[src/rtl/fifo_sync_flags_if.sv]
// Producer/consumer-facing bundle of the flagged synchronous FIFO.
// The FIFO drives the status side through the slave modport; the user side takes the master modport.
interface fifo_sync_flags_if #(
    parameter int FIFO_DEPTH = 16,
    parameter int FIFO_WIDTH = 32
);
    localparam int CW = $clog2(FIFO_DEPTH) + 1;

    logic                  cs;
    logic                  wr_en;
    logic                  rd_en;
    logic                  flush;
    logic                  clr_err;
    logic [FIFO_WIDTH-1:0] data_in;
    logic [FIFO_WIDTH-1:0] data_out;
    logic                  empty;
    logic                  full;
    logic                  almost_full;
    logic                  almost_empty;
    logic [CW-1:0]         count;
    logic                  overflow;
    logic                  underflow;

    modport master (
        output cs, wr_en, rd_en, flush, clr_err, data_in,
        input  data_out, empty, full, almost_full, almost_empty, count, overflow, underflow
    );

    modport slave (
        input  cs, wr_en, rd_en, flush, clr_err, data_in,
        output data_out, empty, full, almost_full, almost_empty, count, overflow, underflow
    );
endinterface

[src/rtl/fifo_sync_flags.sv]
// Single-clock show-ahead FIFO with occupancy count, almost-full/almost-empty thresholds,
// sticky overflow/underflow flags and a synchronous flush.
module fifo_sync_flags #(
    parameter int FIFO_DEPTH = 16,
    parameter int FIFO_WIDTH = 32,
    parameter int AFULL_TH   = 14,
    parameter int AEMPTY_TH  = 2
) (
    input  logic             clk,
    input  logic             rst_n,
    fifo_sync_flags_if.slave bus
);
    localparam int AW = $clog2(FIFO_DEPTH);
    localparam int PW = AW + 1;

    localparam logic [PW-1:0] PTR_ZERO    = {PW{1'b0}};
    localparam logic [PW-1:0] PTR_ONE     = PW'(1);
    localparam logic [PW-1:0] AFULL_TH_C  = PW'(AFULL_TH);
    localparam logic [PW-1:0] AEMPTY_TH_C = PW'(AEMPTY_TH);

    logic [FIFO_WIDTH-1:0] mem_r [FIFO_DEPTH];
    logic [PW-1:0]         wr_ptr_r;
    logic [PW-1:0]         rd_ptr_r;
    logic                  overflow_r;
    logic                  underflow_r;

    logic                  empty_s;
    logic                  full_s;
    logic [PW-1:0]         count_s;
    logic                  wr_acc_s;
    logic                  rd_acc_s;
    logic                  ovf_set_s;
    logic                  udf_set_s;

    // Status flags come from the registered pointers only, so there is no input-to-output path.
    assign empty_s = (wr_ptr_r == rd_ptr_r);
    assign full_s  = (wr_ptr_r[AW-1:0] == rd_ptr_r[AW-1:0]) && (wr_ptr_r[AW] != rd_ptr_r[AW]);
    assign count_s = wr_ptr_r - rd_ptr_r;

    // Acceptance uses this cycle's full/empty, so a same-cycle pop never makes room for a push.
    assign wr_acc_s  = bus.cs & bus.wr_en & ~full_s  & ~bus.flush;
    assign rd_acc_s  = bus.cs & bus.rd_en & ~empty_s & ~bus.flush;
    assign ovf_set_s = bus.cs & bus.wr_en &  full_s  & ~bus.flush;
    assign udf_set_s = bus.cs & bus.rd_en &  empty_s & ~bus.flush;

    assign bus.data_out     = mem_r[rd_ptr_r[AW-1:0]];
    assign bus.empty        = empty_s;
    assign bus.full         = full_s;
    assign bus.count        = count_s;
    assign bus.almost_full  = (count_s >= AFULL_TH_C);
    assign bus.almost_empty = (count_s <= AEMPTY_TH_C);
    assign bus.overflow     = overflow_r;
    assign bus.underflow    = underflow_r;

    // Pointer update; flush overrides any push or pop issued in the same cycle.
    always_ff @(posedge clk or negedge rst_n) begin
        if (!rst_n) begin
            wr_ptr_r <= PTR_ZERO;
            rd_ptr_r <= PTR_ZERO;
        end else if (bus.flush) begin
            wr_ptr_r <= PTR_ZERO;
            rd_ptr_r <= PTR_ZERO;
        end else begin
            if (wr_acc_s) begin
                wr_ptr_r <= wr_ptr_r + PTR_ONE;
            end else begin
                wr_ptr_r <= wr_ptr_r;
            end
            if (rd_acc_s) begin
                rd_ptr_r <= rd_ptr_r + PTR_ONE;
            end else begin
                rd_ptr_r <= rd_ptr_r;
            end
        end
    end

    // Storage array; cleared by reset so the head word reads back as zero afterwards.
    always_ff @(posedge clk or negedge rst_n) begin
        if (!rst_n) begin
            for (int i = 0; i < FIFO_DEPTH; i++) begin
                mem_r[i] <= {FIFO_WIDTH{1'b0}};
            end
        end else if (wr_acc_s) begin
            mem_r[wr_ptr_r[AW-1:0]] <= bus.data_in;
        end
    end

    // Sticky error flags; a new error in the same cycle as clr_err keeps the flag set.
    always_ff @(posedge clk or negedge rst_n) begin
        if (!rst_n) begin
            overflow_r  <= 1'b0;
            underflow_r <= 1'b0;
        end else begin
            if (ovf_set_s) begin
                overflow_r <= 1'b1;
            end else if (bus.clr_err) begin
                overflow_r <= 1'b0;
            end else begin
                overflow_r <= overflow_r;
            end
            if (udf_set_s) begin
                underflow_r <= 1'b1;
            end else if (bus.clr_err) begin
                underflow_r <= 1'b0;
            end else begin
                underflow_r <= underflow_r;
            end
        end
    end
endmodule

[src/flat_wrapper.sv]
// flat-port wrapper written by rule: the top's interface ports become plain ports
module fifo_sync_flags_flat 
#(
    parameter int FIFO_DEPTH = 16,
    parameter int FIFO_WIDTH = 32,
    parameter int AFULL_TH   = 14,
    parameter int AEMPTY_TH  = 2
)
  (clk, rst_n, bus_cs, bus_wr_en, bus_rd_en, bus_flush, bus_clr_err, bus_data_in, bus_data_out, bus_empty, bus_full, bus_almost_full, bus_almost_empty, bus_count, bus_overflow, bus_underflow);
  fifo_sync_flags_if #(.FIFO_DEPTH(FIFO_DEPTH), .FIFO_WIDTH(FIFO_WIDTH)) bus_i ();
  input  logic clk;
  input  logic rst_n;
  input wire logic [$bits(bus_i.cs)-1:0] bus_cs;
  input wire logic [$bits(bus_i.wr_en)-1:0] bus_wr_en;
  input wire logic [$bits(bus_i.rd_en)-1:0] bus_rd_en;
  input wire logic [$bits(bus_i.flush)-1:0] bus_flush;
  input wire logic [$bits(bus_i.clr_err)-1:0] bus_clr_err;
  input wire logic [$bits(bus_i.data_in)-1:0] bus_data_in;
  output wire logic [$bits(bus_i.data_out)-1:0] bus_data_out;
  output wire logic [$bits(bus_i.empty)-1:0] bus_empty;
  output wire logic [$bits(bus_i.full)-1:0] bus_full;
  output wire logic [$bits(bus_i.almost_full)-1:0] bus_almost_full;
  output wire logic [$bits(bus_i.almost_empty)-1:0] bus_almost_empty;
  output wire logic [$bits(bus_i.count)-1:0] bus_count;
  output wire logic [$bits(bus_i.overflow)-1:0] bus_overflow;
  output wire logic [$bits(bus_i.underflow)-1:0] bus_underflow;
  assign bus_i.cs = bus_cs;
  assign bus_i.wr_en = bus_wr_en;
  assign bus_i.rd_en = bus_rd_en;
  assign bus_i.flush = bus_flush;
  assign bus_i.clr_err = bus_clr_err;
  assign bus_i.data_in = bus_data_in;
  assign bus_data_out = bus_i.data_out;
  assign bus_empty = bus_i.empty;
  assign bus_full = bus_i.full;
  assign bus_almost_full = bus_i.almost_full;
  assign bus_almost_empty = bus_i.almost_empty;
  assign bus_count = bus_i.count;
  assign bus_overflow = bus_i.overflow;
  assign bus_underflow = bus_i.underflow;
  fifo_sync_flags #(.FIFO_DEPTH(FIFO_DEPTH), .FIFO_WIDTH(FIFO_WIDTH), .AFULL_TH(AFULL_TH), .AEMPTY_TH(AEMPTY_TH)) u_core (.clk(clk), .rst_n(rst_n), .bus(bus_i));
endmodule
[config.mk]
export PLATFORM = sky130hd
export DESIGN_NAME = fifo_sync_flags_flat
export DESIGN_NICKNAME = d
export VERILOG_FILES = /design/src/rtl/fifo_sync_flags_if.sv /design/src/rtl/fifo_sync_flags.sv /design/src/flat_wrapper.sv
export SDC_FILE = /design/constraint.sdc
export NUM_CORES = 1
export LEC_CHECK = 0
export ABC_AREA = 1
export CAP_MARGIN = 20
export CORE_ASPECT_RATIO = 1.2
export CORE_MARGIN = 4
export CORE_UTILIZATION = 55
export CTS_CLUSTER_DIAMETER = 200
export DETAILED_ROUTE_END_ITERATION = 16
export HOLD_SLACK_MARGIN = 0.08
export PLACE_DENSITY = 0.72
export SLEW_MARGIN = 20
export SYNTH_ARGS = -nofsm -noshare
export SYNTH_HDL_FRONTEND = slang
export SYNTH_SLANG_ARGS = --single-unit
[constraint.sdc]
create_clock -name clk -period 5.35 [get_ports clk]
set_clock_uncertainty 0.15 [all_clocks]
set_input_delay 1.07 -clock clk [delete_from_list [all_inputs] [get_ports clk]]
set_output_delay 1.07 -clock clk [all_outputs]
set_load 0.01 [all_outputs]
==> flow_summary.html <==
<table>
<tr><th>Metric</th><th>Value</th></tr>
<tr><th colspan="2">STA</th></tr>
<tr><td>Final setup slack of the worst path</td><td>587 ps</td></tr>
<tr><td>Hold slack</td><td>304 ps</td></tr>
<tr><td>Final worst path period share</td><td>89.0%</td></tr>
<tr><td>Worst-margin pin slew</td><td>1130 ps</td></tr>
<tr><td>Highest clock frequency the design can meet</td><td>210 MHz</td></tr>
<tr><td>Number of hold violations in the final report</td><td>0</td></tr>
<tr><td>Setup TNS Final</td><td>0 ps</td></tr>
<tr><td>Final setup viols</td><td>0</td></tr>
<tr><td>Worst rel slew slack</td><td>24.5%</td></tr>
<tr><td>RSZ-0062 raised after global routing</td><td>false</td></tr>
<tr><td>Final max-slew violation count</td><td>0</td></tr>
<tr><td>Tmin final</td><td>4760 ps</td></tr>
<tr><th colspan="2">Die</th></tr>
<tr><td>Area inside the core boundary</td><td>51800 sq um</td></tr>
<tr><td>Height of the die</td><td>259 um</td></tr>
<tr><td>Width of the chip</td><td>217 um</td></tr>
<tr><td>Area of the die</td><td>56400 sq um</td></tr>
<tr><td>Count of pins on the block boundary</td><td>82</td></tr>
<tr><td>Initial Util</td><td>55.9%</td></tr>
<tr><td>FP Rows</td><td>91</td></tr>
<tr><th colspan="2">Route</th></tr>
<tr><td>Wire length after detailed routing</td><td>92200 um</td></tr>
<tr><td>Wirelength per Cell</td><td>19.5 um</td></tr>
<tr><td>Routed via count</td><td>27300</td></tr>
<tr><td>Number of DRC markers after the initial detailed-route iteration</td><td>3568</td></tr>
<tr><td>First drt pass iteration count</td><td>6</td></tr>
<tr><td>Number of design rule violations left after detail routing</td><td>0</td></tr>
<tr><td>Ratio of routed vias to standard cells</td><td>5.79</td></tr>
<tr><td>ANT nets after route</td><td>0</td></tr>
<tr><th colspan="2">GRT</th></tr>
<tr><td>Wire length of the first global-routing pass</td><td>146000 um</td></tr>
<tr><td>Number of antenna violations at the first check in global routing</td><td>3</td></tr>
<tr><td>Via count of the first global-routing pass</td><td>25800</td></tr>
<tr><td>Remaining global-route overflow</td><td>0</td></tr>
<tr><td>Largest net degree at the start of global routing</td><td>174</td></tr>
<tr><td>Overall global routing resource usage</td><td>32.3%</td></tr>
<tr><th colspan="2">Placement</th></tr>
<tr><td>Number of input and output port buffers inserted</td><td>81</td></tr>
<tr><td>Worst setup slack before clock tree synthesis</td><td>1280 ps</td></tr>
<tr><td>Placed Cells</td><td>4625</td></tr>
<tr><td>Placer congestion estimate</td><td>0.866</td></tr>
<tr><td>HPWL after detailed placement</td><td>50900 um</td></tr>
<tr><td>Post-place instance area</td><td>29900 sq um</td></tr>
<tr><th colspan="2">Clocking</th></tr>
<tr><td>Number of clock sinks</td><td>524</td></tr>
<tr><td>Number of buffers added to fix hold violations after cts</td><td>0</td></tr>
<tr><td>Maximum number of buffers from clock root to sink</td><td>3</td></tr>
<tr><td>Level count of the clock H-tree</td><td>2</td></tr>
<tr><td>Clock root buffer master</td><td>sky130_fd_sc_hd__clkbuf_16</td></tr>
<tr><td>Number of post-CTS setup repair buffers</td><td>0</td></tr>
<tr><td>Number of buffers added by the clock tree synthesis step</td><td>55</td></tr>
<tr><td>TritonCTS clock tree</td><td>yes</td></tr>
<tr><td>Clock latency on the worst-skew pair</td><td>620 ps</td></tr>
<tr><td>Clock Pin Slew Worst Setup and Hold Paths</td><td>60 ps</td></tr>
<tr><td>Number of gates resized after CTS</td><td>0</td></tr>
<tr><th colspan="2">Layout</th></tr>
<tr><td>Layout-stage area growth over the synthesis result</td><td>9.49%</td></tr>
<tr><td>Share of layout cells above drive strength 1</td><td>4.70%</td></tr>
<tr><td>Number of nets in the finished design</td><td>4035</td></tr>
<tr><td>End-of-flow core utilization</td><td>61.2%</td></tr>
<tr><td>Area used by multi-input combinational logic</td><td>12400 sq um</td></tr>
<tr><td>Post-layout instance area</td><td>31700 sq um</td></tr>
<tr><td>Post-route insts no fill</td><td>4724</td></tr>
<tr><td>Area taken by flip-flops and latches</td><td>13100 sq um</td></tr>
<tr><td>Fill cell instance count of the final layout</td><td>4768</td></tr>
<tr><th colspan="2">Hold path</th></tr>
<tr><td>Path type of the worst min-delay path</td><td>in2async</td></tr>
<tr><th colspan="2">Synth</th></tr>
<tr><td>Sequential fraction of the synthesis area</td><td>45.3%</td></tr>
<tr><td>Mux cell area share after synthesis</td><td>0%</td></tr>
<tr><td>Dominant combinational cell family by area after synthesis</td><td>simple AND/OR/NAND/NOR gates</td></tr>
<tr><td>Adder-cell area share of the yosys netlist</td><td>0.458%</td></tr>
<tr><td>Nets in the synthesized netlist</td><td>4213</td></tr>
<tr><td>Number of flip-flops and latches in the synthesized netlist</td><td>524</td></tr>
<tr><td>Distinct cells, synth</td><td>19</td></tr>
<tr><td>Average cell area after synthesis</td><td>6.96 sq um</td></tr>
<tr><td>Fraction of the mapped netlist area in compound gates</td><td>0.0864%</td></tr>
<tr><td>Post-Syn Area</td><td>29000 sq um</td></tr>
<tr><td>Post-Syn Instances</td><td>4164</td></tr>
<tr><td>Count of yosys warnings during synthesis</td><td>0</td></tr>
<tr><td>Xor and xnor fraction of the mapped netlist area</td><td>0.242%</td></tr>
<tr><td>Simple-gate share of the synthesized area</td><td>41.4%</td></tr>
<tr><th colspan="2">Run</th></tr>
<tr><td>Number of maximum-capacitance constraint violations</td><td>0</td></tr>
<tr><th colspan="2">Worst setup path</th></tr>
<tr><td>Required arrival time at the worst endpoint</td><td>4130 ps</td></tr>
<tr><td>Type of element capturing the critical path</td><td>primary output</td></tr>
<tr><td>Startpoint-to-endpoint class of the critical path</td><td>reg2out</td></tr>
<tr><td>Crit-path max FO</td><td>32</td></tr>
<tr><td>Critical Path Start Type</td><td>register</td></tr>
<tr><td>Worst path arrival time</td><td>3540 ps</td></tr>
<tr><th colspan="2">Power and ir drop</th></tr>
<tr><td>Power consumption</td><td>9.32 mW</td></tr>
<tr><td>Power density of the placed cells</td><td>294 nW/um^2</td></tr>
<tr><td>Largest voltage drop on the vdd net</td><td>0.281 mV</td></tr>
<tr><td>Static leakage</td><td>17.0 nW</td></tr>
<tr><th colspan="2">Status</th></tr>
<tr><td>Status</td><td>completed</td></tr>
</table>
==> flip-flops by register name, summed over array words and instances, names as in the netlist <==
name                  count
u_core.bus.overflow       1
u_core.bus.underflow      1
u_core.mem_r            512
u_core.rd_ptr_r           5
u_core.wr_ptr_r           5
==> routing by layer <==
| layer | track usage, % | share of wire (%) | vias up |
|---|---|---|---|
| li1 | - | - | 12800 |
| met1 | 44.9 | 41 | 13100 |
| met2 | 52.2 | 47 | 1245 |
| met3 | 4.75 | 8.7 | 173 |
| met4 | 11.2 | 3.3 | 2 |
| met5 | 0 | 0.022 | - |
==> placed cells by master (no fill, tap or decap), types with 7 or more instances in the layout <==
cell,instances
sky130_fd_sc_hd__nand3_1,342
sky130_fd_sc_hd__ha_1,9
sky130_fd_sc_hd__buf_12,14
sky130_fd_sc_hd__inv_1,499
sky130_fd_sc_hd__clkdlybuf4s50_1,80
sky130_fd_sc_hd__clkbuf_1,14
sky130_fd_sc_hd__nor2_4,17
sky130_fd_sc_hd__dfrtp_1,521
sky130_fd_sc_hd__nand3_2,16
sky130_fd_sc_hd__clkbuf_8,15
sky130_fd_sc_hd__clkinv_2,7
sky130_fd_sc_hd__nand2_1,1832
sky130_fd_sc_hd__xor2_1,7
sky130_fd_sc_hd__buf_4,46
sky130_fd_sc_hd__nand4_1,516
sky130_fd_sc_hd__clkbuf_16,57
==> layout make-up <==
cell class / count / share of cell area [%]
clock inverter: 10 / 0.395
timing repair buffer: 146 / 4.94
antenna: 2 / 0.0158
inverter: 506 / 6.02
multi-input combinational: 2753 / 39.2
clock buffer: 86 / 5.31
sequential: 524 / 41.4
tap: 697 / 2.75
==> critical path, stage by stage (launching register included) <==
cell	delay (ps)
sky130_fd_sc_hd__dfrtp_1	410
sky130_fd_sc_hd__inv_2	210
sky130_fd_sc_hd__buf_4	300
sky130_fd_sc_hd__nor2_4	840
sky130_fd_sc_hd__nand2_1	170
sky130_fd_sc_hd__nand2_1	140
sky130_fd_sc_hd__inv_1	70
sky130_fd_sc_hd__nand2_1	180
sky130_fd_sc_hd__clkdlybuf4s50_1	570
==> cells by family after synthesis <==
kind of cell,Yosys count
AND/OR/NAND/NOR,2730
AO/OA/AOI/OAI,5
buffers and inverters,887
XOR/XNOR,8
adder cells (fa/ha/maj),10
flip-flops,524
==> cells in the mapped netlist <==
master                     count  share of area (%)
sky130_fd_sc_hd__inv_2         1              0.013
sky130_fd_sc_hd__nor2_1       22               0.29
sky130_fd_sc_hd__buf_1        57               0.74
sky130_fd_sc_hd__ha_1          9               0.39
sky130_fd_sc_hd__nor2_2        1              0.022
sky130_fd_sc_hd__dfrtp_1     524                 45
sky130_fd_sc_hd__o21ai_0       2              0.035
sky130_fd_sc_hd__buf_6        23               0.89
sky130_fd_sc_hd__inv_1       501                6.5
sky130_fd_sc_hd__clkinv_1      4              0.052
sky130_fd_sc_hd__buf_2       107                1.8
sky130_fd_sc_hd__nand3_1     358                6.2
sky130_fd_sc_hd__xor2_1        7               0.21
sky130_fd_sc_hd__xnor2_1       1              0.030
sky130_fd_sc_hd__fa_1          1              0.069
sky130_fd_sc_hd__clkbuf_1    194                2.5
sky130_fd_sc_hd__nand2_1    1833                 24
sky130_fd_sc_hd__nand4_1     516                 11
sky130_fd_sc_hd__a21oi_1       3              0.052
==> worst paths after layout <==
path                                          from  depth (start not counted)  slack [ps]                 to
worst min-delay path                         rst_n                          1         300  u_core.mem_r[311]
worst max register to register  u_core.rd_ptr_r[2]                         12        1310   u_core.mem_r[87]
worst max-delay path            u_core.rd_ptr_r[3]                          8         590   bus_data_out[12]
worst min register to register   u_core.mem_r[185]                          2         320  u_core.mem_r[185]
min in group clk                 u_core.mem_r[185]                          2         320  u_core.mem_r[185]
max in group asynchronous                    rst_n                          2        3700  u_core.mem_r[298]
==> where the power goes <==
| group | switching, mW | total [mW] | leakage, nW | internal, mW |
|---|---|---|---|---|
| registers | 0.0986 | 4.24 | 7.22 | 4.14 |
| logic | 0.781 | 1.17 | 8.91 | 0.385 |
| clock network | 1.63 | 3.91 | 0.897 | 2.29 |
| total | 2.51 | 9.32 | 17.0 | 6.81 |
Note: power is estimated with default switching activity, not from simulation.
